**src/rtl/keypad_pkg.sv**
```systemverilog
// Shared encodings for the keypad scanner: scan-result kinds, key state and repeat timing.
package keypad_pkg;

    typedef enum logic [1:0] {
        ResNone  = 2'd0,
        ResKey   = 2'd1,
        ResChord = 2'd2
    } res_kind_e;

    typedef enum logic {
        StUp   = 1'b0,
        StDown = 1'b1
    } key_state_e;

    // Typematic timing in full scans: first repeat delay, then repeat period.
    localparam int unsigned REPEAT_FIRST = 32;
    localparam int unsigned REPEAT_NEXT  = 8;

endpackage

```
**src/rtl/keypad_debounce.sv**
```systemverilog
// Debounces full-scan results: a result must repeat DEBOUNCE times before it is committed.
module keypad_debounce
    import keypad_pkg::*;
#(
    parameter int unsigned DEBOUNCE = 4,
    parameter int unsigned CODE_W   = 4
) (
    input  logic              clk,
    input  logic              reset,
    input  logic              scan_done,
    input  res_kind_e         scan_kind,
    input  logic [CODE_W-1:0] scan_code,
    output logic              commit,
    output res_kind_e         commit_kind,
    output logic [CODE_W-1:0] commit_code
);

    localparam logic [3:0] DebMax = 4'(DEBOUNCE);

    res_kind_e         prev_kind_q;
    logic [CODE_W-1:0] prev_code_q;
    logic [3:0]        cnt_q;
    logic              same;
    logic [3:0]        cnt_next;
    logic              reach;

    always_comb begin
        // The code only distinguishes results of kind KEY.
        same = (scan_kind == prev_kind_q) &&
               ((scan_kind != ResKey) || (scan_code == prev_code_q));
        if (!same) begin
            cnt_next = 4'd1;
        end else if (cnt_q == DebMax) begin
            cnt_next = cnt_q;
        end else begin
            cnt_next = cnt_q + 4'd1;
        end
        // Commit only on arrival at DEBOUNCE, not on every saturated scan.
        reach = (cnt_next == DebMax) && !(same && (cnt_q == DebMax));
    end

    always_ff @(posedge clk) begin
        if (reset) begin
            prev_kind_q <= ResNone;
            prev_code_q <= '0;
            cnt_q       <= '0;
            commit      <= 1'b0;
            commit_kind <= ResNone;
            commit_code <= '0;
        end else begin
            commit <= 1'b0;
            if (scan_done && (scan_kind != ResChord)) begin
                prev_kind_q <= scan_kind;
                prev_code_q <= scan_code;
                cnt_q       <= cnt_next;
                if (reach) begin
                    commit      <= 1'b1;
                    commit_kind <= scan_kind;
                    commit_code <= scan_code;
                end
            end
        end
    end

endmodule

```
**src/rtl/keypad_scanner.sv**
```systemverilog
// Matrix keypad scanner: column drive, debounced key code, level keydown and press events.
// Define KEYPAD_REPEAT_EN to add typematic repeat events while a key is held.
module keypad_scanner
    import keypad_pkg::*;
#(
    parameter int unsigned ROWS     = 4,
    parameter int unsigned COLS     = 4,
    parameter int unsigned SCAN_DIV = 1024,
    parameter int unsigned DEBOUNCE = 4,
    parameter int unsigned CODE_W   = 4
) (
    input  logic              clk,
    input  logic              reset,
    input  logic [ROWS-1:0]   row,
    output logic [COLS-1:0]   col,
    output logic [CODE_W-1:0] code,
    output logic              keydown,
    output logic              ev_valid,
    input  logic              ev_ready,
    output logic              overrun
);

    localparam int unsigned DIV_W = $clog2(SCAN_DIV);
    localparam int unsigned COL_W = $clog2(COLS);

    logic [DIV_W-1:0]  div_q;
    logic [COL_W-1:0]  col_idx_q;
    logic [COLS-1:0]   col_q;
    logic [1:0]        hits_q;
    logic [CODE_W-1:0] first_q;

    logic              tick;
    logic              last_col;
    logic              scan_done;
    logic [1:0]        col_hits;
    logic [CODE_W-1:0] col_first;
    logic [CODE_W-1:0] cand;
    res_kind_e         scan_kind;

    logic              commit;
    res_kind_e         commit_kind;
    logic [CODE_W-1:0] commit_code;

    key_state_e        state_q;
    logic [CODE_W-1:0] code_q;
    logic              keydown_q;
    logic              ev_valid_q;
    logic              overrun_q;
    logic              accept;
    logic              press;
    logic              rep_fire;
    logic              raise;

    assign tick      = (div_q == DIV_W'(SCAN_DIV - 1));
    assign last_col  = (col_idx_q == COL_W'(COLS - 1));
    assign scan_done = tick && last_col;

    // Fold this column's rows into the running scan: hits saturate at 2, lowest code kept.
    always_comb begin
        col_hits  = hits_q;
        col_first = first_q;
        cand      = '0;
        for (int r = 0; r < ROWS; r++) begin
            if (!row[r]) begin
                cand = CODE_W'(r) * CODE_W'(COLS) + CODE_W'(col_idx_q);
                if ((col_hits == 2'd0) || (cand < col_first)) begin
                    col_first = cand;
                end
                if (col_hits != 2'd2) begin
                    col_hits = col_hits + 2'd1;
                end
            end
        end
        if (col_hits == 2'd0) begin
            scan_kind = ResNone;
        end else if (col_hits == 2'd1) begin
            scan_kind = ResKey;
        end else begin
            scan_kind = ResChord;
        end
    end

    always_ff @(posedge clk) begin
        if (reset) begin
            div_q     <= '0;
            col_idx_q <= '0;
            col_q     <= ~COLS'(1);
            hits_q    <= '0;
            first_q   <= '0;
        end else begin
            div_q <= tick ? '0 : div_q + 1'b1;
            if (tick) begin
                col_q <= {col_q[COLS-2:0], col_q[COLS-1]};
                if (last_col) begin
                    col_idx_q <= '0;
                    hits_q    <= '0;
                    first_q   <= '0;
                end else begin
                    col_idx_q <= col_idx_q + 1'b1;
                    hits_q    <= col_hits;
                    first_q   <= col_first;
                end
            end
        end
    end

    keypad_debounce #(
        .DEBOUNCE (DEBOUNCE),
        .CODE_W   (CODE_W)
    ) u_debounce (
        .clk         (clk),
        .reset       (reset),
        .scan_done   (scan_done),
        .scan_kind   (scan_kind),
        .scan_code   (col_first),
        .commit      (commit),
        .commit_kind (commit_kind),
        .commit_code (commit_code)
    );

`ifdef KEYPAD_REPEAT_EN
    localparam logic [5:0] RepFireAt = 6'(REPEAT_FIRST - 1);
    localparam logic [5:0] RepReload = 6'(REPEAT_FIRST - REPEAT_NEXT);

    logic [5:0] rep_q;

    assign rep_fire = (state_q == StDown) && scan_done && (rep_q == RepFireAt);

    always_ff @(posedge clk) begin
        if (reset || commit) begin
            rep_q <= '0;
        end else if ((state_q == StDown) && scan_done) begin
            rep_q <= rep_fire ? RepReload : rep_q + 6'd1;
        end
    end
`else
    assign rep_fire = 1'b0;
`endif

    always_comb begin
        accept = ev_valid_q && ev_ready;
        press  = 1'b0;
        if (commit && (commit_kind == ResKey)) begin
            // A different key while down is a release plus a new press.
            press = (state_q == StUp) || (commit_code != code_q);
        end
        raise = press || rep_fire;
    end

    always_ff @(posedge clk) begin
        if (reset) begin
            state_q    <= StUp;
            code_q     <= '0;
            keydown_q  <= 1'b0;
            ev_valid_q <= 1'b0;
            overrun_q  <= 1'b0;
        end else begin
            if (commit && (commit_kind == ResKey)) begin
                state_q   <= StDown;
                keydown_q <= 1'b1;
                code_q    <= commit_code;
            end else if (commit && (commit_kind == ResNone)) begin
                state_q   <= StUp;
                keydown_q <= 1'b0;
            end

            if (raise) begin
                ev_valid_q <= 1'b1;
            end else if (accept) begin
                ev_valid_q <= 1'b0;
            end

            if (accept) begin
                overrun_q <= 1'b0;
            end else if (raise && ev_valid_q) begin
                overrun_q <= 1'b1;
            end
        end
    end

    assign col      = col_q;
    assign code     = code_q;
    assign keydown  = keydown_q;
    assign ev_valid = ev_valid_q;
    assign overrun  = overrun_q;

endmodule

```
**config.mk**
```make
export PLATFORM = sky130hd
export DESIGN_NAME = keypad_scanner
export DESIGN_NICKNAME = d
export VERILOG_FILES = /design/src/rtl/keypad_pkg.sv /design/src/rtl/keypad_debounce.sv /design/src/rtl/keypad_scanner.sv
export SDC_FILE = /design/constraint.sdc
export NUM_CORES = 1
export LEC_CHECK = 0
export CELL_PAD_IN_SITES_DETAIL_PLACEMENT = 1
export CELL_PAD_IN_SITES_GLOBAL_PLACEMENT = 1
export CORE_MARGIN = 1
export CORE_UTILIZATION = 35
export CTS_CLUSTER_DIAMETER = 40
export CTS_CLUSTER_SIZE = 8
export DETAILED_ROUTE_END_ITERATION = 16
export HOLD_SLACK_MARGIN = 0.06
export PLACE_DENSITY = 0.75
export SYNTH_ARGS = -nofsm -noshare
export SYNTH_HDL_FRONTEND = slang
export SYNTH_SLANG_ARGS = --single-unit
```
**constraint.sdc**
```tcl
create_clock -name clk -period 6.27 [get_ports clk]
set_input_delay 1.254 -clock clk [delete_from_list [all_inputs] [get_ports clk]]
set_output_delay 1.254 -clock clk [all_outputs]
set_load 0.02 [all_outputs]
```
After elaboration in Yosys (flattened, before gate mapping)

Index checks and enable logic that the tools add are counted.

Register bits: 46
Output and inout port bits: 11
Word-level logic and storage cells: 103
Input bits: 7

Magnitude comparators: 4
Add/subtract/negate cells: 10
Equality and inequality tests: 15
Reduce and logical (&&, ||, !) cells: 28
Multiplexer cells: 29
Bitwise gates (word level): 2

Operators with widths:

| operator                | number |
|---|---|
| $mux W4                 | 11 |
| $mux W2                 | 12 |
| $logic_not A2 Y1        | 6 |
| $lt A4 B4 Y1            | 3 |
| $add A10 B1 Y10 const B | 1 |
| $add A2 B1 Y2 const B   | 5 |
| $eq A10 B10 Y1 const B  | 1 |
| $ne A2 B2 Y1 const B    | 5 |
| $logic_and A1 B1 Y1     | 9 |
| $eq A4 B3 Y1 const B    | 2 |
| $logic_or A1 B1 Y1      | 6 |
| $mux W1                 | 6 |
| $reduce_or A2 Y1        | 3 |
| $add A3 B2 Y4 const A   | 1 |
| $add A3 B3 Y4 const A   | 1 |
| $add A4 B1 Y4 const B   | 1 |
| $add A4 B2 Y4 const A   | 1 |
| $eq A2 B1 Y1 const B    | 2 |
| $eq A4 B4 Y1            | 1 |
| $lt A2 B4 Y1            | 1 |
| $ne A4 B4 Y1            | 1 |
| $reduce_bool A2 Y1      | 2 |
| $eq A2 B2 Y1            | 1 |
| $eq A2 B2 Y1 const B    | 1 |
| other kinds (4)         | 5 |

Depth between registers and ports, before layout

Word-level depth: 23
Depth in mapped cells: 26
Depth with buffers taken out: 26

By module

From an unflattened synthesis, not the netlist that was laid out.

Cell total of the unflattened synthesis: 286
Area total of the unflattened synthesis: 2546.2 sq um

By module, submodules not included:

| module          | sequential area each (sq um) | area each (sq um) | instances | cells an instance |
|---|---|---|---|---|
| keypad_scanner  | 580.6                        | 1696.6            | 1         | 198 |
| keypad_debounce | 340.3                        | 849.6             | 1         | 88 |

Worst setup path before layout

Ideal clock, no wire load.

Path kind: input -> register
Start point: input row[0]
End point: register u_debounce.commit_code[0]
Library setup time: 0.115 ns
Data required time: 6.155 ns
Stages: 24
Slack: 0.627 ns
Data arrival time: 5.528 ns
Buffers on the path: 1
Cells stage by stage: buf_4 > inv_1 > o41ai_2 > mux2i_1 > ha_1 > and4bb_1 > a21oi_1 > nand2_1 > nor2_1 > a21oi_1 > ha_1 > inv_1 > o41ai_4 > nand3_1 > mux2i_1 > ha_1 > o41ai_1 > o21ai_1 > nand4_4 > mux2i_4 > xnor2_2 > o32ai_4 > a21boi_1 > o21ba_1

Cells in the longest elaborated chain, start to end: 20
Elaborated cells between the ends (all ways): 46
Classes of those cells: add/sub (3); order compare (3); eq/ne (9); mux (17); reduce/logical (14)

RTL lines:

| element                                                 | RTL line                                     | source |
|---|---|---|
| start: declaration                                      | keypad_scanner.sv:14                         | `input logic [ROWS-1:0] row,` |
| $mux W4 / $mux W2 (equally long branches)               | keypad_scanner.sv:64                         | `if (!row[r]) begin` |
| $lt A4 B4 Y1 (tied with other cells)                    | keypad_scanner.sv:66                         | `if ((col_hits == 2'd0) \|\| (cand < col_first)) begin` |
| $logic_or A1 B1 Y1 / $mux W2 (equally long branches)    | keypad_scanner.sv:66, keypad_scanner.sv:69   |  |
| $mux W4 / $mux W2 (equally long branches)               | keypad_scanner.sv:66, keypad_scanner.sv:64   |  |
| $mux W4 (tied with other cells)                         | keypad_scanner.sv:64                         |  |
| $lt A4 B4 Y1 / $mux W2 (equally long branches)          | keypad_scanner.sv:66, keypad_scanner.sv:69   |  |
| $logic_or A1 B1 Y1 / $mux W2 (equally long branches)    | keypad_scanner.sv:66, keypad_scanner.sv:64   |  |
| $mux W4 (tied with other cells)                         | keypad_scanner.sv:66                         |  |
| (+4 left out)                                           | --                                           |  |
| $mux W4 / $mux W2 (equally long branches)               | keypad_scanner.sv:64, keypad_scanner.sv:74   |  |
| $eq A4 B4 Y1 / $ne A2 B1 Y1 (equally long branches)     | keypad_debounce.sv:30                        | `((scan_kind != ResKey) \|\| (scan_code == prev_code_q));` |
| $logic_or A1 B1 Y1                                      | keypad_debounce.sv:30                        |  |
| $logic_and A1 B1 Y1                                     | keypad_debounce.sv:29                        | `same = (scan_kind == prev_kind_q) &&` |
| $mux W4 / $logic_and A1 B1 Y1 (equally long branches)   | keypad_debounce.sv:31, keypad_debounce.sv:39 |  |
| $eq A4 B3 Y1 / $logic_not A1 Y1 (equally long branches) | keypad_debounce.sv:39                        | `reach = (cnt_next == DebMax) && !(same && (cnt_q == DebMax));` |
| $logic_and A1 B1 Y1                                     | keypad_debounce.sv:39                        |  |
| $reduce_and A2 Y1 (no line)                             | --                                           |  |
| end signal: assignment                                  | keypad_debounce.sv:59                        | `commit_code <= scan_code;` |
| end: declaration                                        | keypad_debounce.sv:15                        | `output logic [CODE_W-1:0] commit_code` |

Parallel ways exist; a longest one is shown, timed or not.
A chain may end at the register's enable or synchronous reset.

Worst setup path after layout

Same ends and word-level chain as after synthesis.

==> summary.md <==
| Metric | Value |
|---|---|
| Period utilization | `94.76%` |
| Switch Pwr | `133.8 uW` |
| Startpoint Class | `input pin` |
| Pins Over Slew Limit | `0` |
| Slew @ Worst Pin | `0.6587 ns` |
| Ant diodes | `0` |
| Synth area leaders | `dfxtp_1, ha_1, a21oi_1` |
| Reg clk slew, reported paths | `0.08 ns` |
| Vias | `2155` |
| Worst Skew | `0.003222 ns` |
| Die Height | `87.44 um` |
| R2R Path End | `u_debounce.commit_code[0]` |
| Deepest clock path buffer count | `2` |
| Power Density | `182.8 nW/um2` |
| Switching Fraction | `24.79%` |
| Yosys warns | `0` |
| Drt first pass iters | `4` |
| Synth area leader | `dfxtp_1` |
| Rows | `30` |
| WHS Endpoint | `div_q[0]` |
| I/O Buffers | `17` |
| Post-synthesis sequential area ratio | `36.04%` |
| Die W | `87.44 um` |
| Share of power burned in registers | `54.5%` |
| Hold WS | `0.4708 ns` |
| Post-synth EDFFs | `0` |
| Most common cell after layout, fill and taps aside | `dfxtp_1` |
| TritonCTS buffer count | `5` |
| Final min period | `5.941 ns` |
| Top Layer Used | `met4` |
| Data arrival, critical path | `6.19 ns` |
| DRT iter0 DRCs | `60` |
| Via density | `5.180` |
| Hold_sp | `div_q[0]` |
| Drt wl/cell | `13.92 um` |
| Fin. Hold Viols | `0` |
| Placed cell area | `2808 um2` |
| DRT met1 WL | `2721 um` |
| Leakage power | `1.172 nW` |
| Final WL | `5792 um` |
| Vias in the first global route | `2044` |
| Antenna Violating Nets Remaining | `0` |
| Largest net degree at the start of global routing | `47` |
| CTS tree | `built` |
| Critical path capture point type | `flop` |
| Length of routed met3 wiring | `83 um` |
| Cell area after synthesis | `2555 um2` |
| Dpl hpwl | `4160 um` |
| # IOs | `18` |
| Initial antenna violation count | `0` |
| Grt total ovfl | `0` |
| Synth-to-Final Area Change | `15.57%` |
| Crit path max fanout | `7` |
| DRC viols | `0` |
| # Max-Cap Violations | `0` |
| Worst EP required | `6.52 ns` |
| Mapped Cells | `299` |
| CTS root buffer | `clkbuf_8` |
| Fin Setup TNS | `0 ns` |
| Design area | `2953 um2` |
| Relative slew margins | `55.96%` |
| Worst r2r src | `first_q[1]` |
| Top cell type's share of synthesized area | `36.04%` |
| Main flop type after synthesis | `dfxtp_1` |
| CTS Sinks | `46` |
| Clock power share | `34.7%` |
| Layout cell share with drive strength beyond 1 | `8.438%` |
| Comb pwr share | `10.8%` |
| Mean Syn Cell Area | `8.545 um2` |
| GRT Util Overall | `16.06%` |
| Critical Path Start | `row[0]` |
| Hold Path Depth | `1` |
| Setup violators final | `0` |
| Gpl congestion | `0.7974` |
| Final #Nets | `341` |
| Max VDD drop | `65.63 uV` |
| First-pass GRT wire length | `9660 um` |
| Core area | `6907 um2` |
| Starting Density | `36.99%` |
| Most frequent cells in the layout | `dfxtp_1, a21oi_1, nand2_1, nor2_1, nor3_1` |
| RSZ-0062 raised after global routing | `yes` |
| Synth Register Bits | `46` |
| Syn_nets | `321` |
| Worst-Skew Late Latency | `0.30 ns` |
| Yosys cell types | `47` |
| DR WL met2 | `2878 um` |
| CTS resizes | `0` |
| Worst R2R Setup Slack | `0.53 ns` |
| Kind of critical path | `in -> reg` |
| Die area | `7646 um2` |
| Pint | `406.0 uW` |
| Reg2reg path depth | `25` |
| FILL cells | `856` |
| Post-synth ARST share | `0%` |
| Status | `finished clean` |
| CTS H-tree lvls | `2` |
| Min-Delay Path Class | `reg -> reg` |
| F_max | `0.1683 GHz` |
[Yosys cell counts (2+ instances only)]
cell type and count:
a21boi_1 2, ha_1 15, nand3b_1 5, xnor2_1 6, xor2_1 6, nand2_1 31
mux2i_1 10, nor3_1 18, a211oi_1 2, and2_1 2, nor3b_1 4, nand4_1 2
nand3_1 15, o21ba_1 2, dfxtp_1 46, o211ai_1 2, xnor2_2 2, a21oi_1 33
and3_1 4, clkbuf_1 11, a31oi_1 2, nand2b_1 3, nor2_1 30, o21ai_0 4
mux2i_4 2, o21ai_1 5, inv_1 15
[cell families after synthesis]
| family | Yosys count | synth area share [%] |
|---|---|---|
| buffers and inverters | 28 | 4.554 |
| adders and majority gates | 15 | 7.346 |
| xor gates and xnor gates | 14 | 5.387 |
| and+or+nand+nor | 123 | 24.29 |
| DFF | 46 | 36.04 |
| muxes | 12 | 5.681 |
| AOI/OAI and AO/OA | 61 | 16.70 |
[routing by layer]
metal	vias up	global-route usage [%]
met2	13	27.77
met5	-	0
met3	9	2.749
li1	1089	-
met4	0	5.812
met1	1044	19.94
[flip-flops by register name, indices dropped and copies added, names as in the netlist]
name and flops:
code 4, u_debounce.commit 1, div_q 10, u_debounce.prev_kind_q 2
u_debounce.prev_code_q 4, u_debounce.commit_kind 2, ev_valid 1, overrun 1
u_debounce.cnt_q 4, hits_q 2, col 4, keydown 1
first_q 4, col_idx_q 2, u_debounce.commit_code 4
[what timing repair did]
action	4_1_cts	5_1_grt
hold buffers	0	0
setup buffers	0	5
setup endpoints to repair	0	7
[power groups by stage]
stage	Combinational, mW	Sequential [mW]	Clock (mW)
floorplan	0.0423	0.301	0
global placement	0.0558	0.301	0
detailed placement	0.0568	0.301	0
CTS	0.0571	0.295	0.194
global route	0.0655	0.295	0.205
finish	0.0581	0.294	0.187
[final cells by class]
| type | instances | area [um2] | share of cell area, % |
|---|---|---|---|
| Clock inverter | 1 | 5.005 | 0.1695 |
| Clock buffer | 7 | 86.33 | 2.924 |
| Tap cell | 96 | 120.1 | 4.068 |
| Timing Repair Buffer | 25 | 230.2 | 7.797 |
| Multi-Input combinational cell | 226 | 1534 | 51.95 |
| Sequential cell | 46 | 920.9 | 31.19 |
| Inverter | 15 | 56.30 | 1.907 |
[critical path, stage by stage]
cell and delay [ns]:
clkdlybuf4s50_1 0.48, inv_1 0.08, o41ai_2 0.11, mux2i_1 0.25
ha_1 0.16, and4bb_1 0.24, a21oi_1 0.18, nand2_1 0.10
nor2_1 0.12, a21oi_1 0.05, ha_1 0.29, inv_1 0.06
o41ai_4 0.41, nand3_1 0.14, mux2i_1 0.16, ha_1 0.21
o41ai_1 0.33, o21ai_1 0.16, nand4_4 0.16, mux2i_4 0.31
xnor2_2 0.15, o32a_4 0.41, nor3_1 0.21, o21ba_1 0.15
[per-stage QoR]
step / setup WS [ns] / util [%] / std cells / total power, mW
floorplan: 0.6267 / - / 299 / 0.3435
global placement: 0.1881 / 40.65 / 402 / 0.3571
detailed placement: -0.009957 / 40.65 / 402 / 0.3583
CTS: 0.3047 / 41.97 / 410 / 0.5455
global route: -0.02089 / 42.75 / 416 / 0.5654
finish: 0.3287 / 42.75 / 416 / 0.5399
[how the worst max path moves through the flow]
stage | to | slack, ns | depth (start not counted)
final | u_debounce.commit_code[0] | 0.33 | 24
after global routing | u_debounce.commit_code[0] | -0.02 | 24
after CTS | u_debounce.commit_kind[1] | 0.30 | 24
after detailed placement | u_debounce.commit_kind[1] | -0.01 | 24
after global placement | u_debounce.commit_code[1] | 0.19 | 24
after floorplan | u_debounce.commit_code[0] | 0.63 | 24
Power figures use the tool's default switching activity.
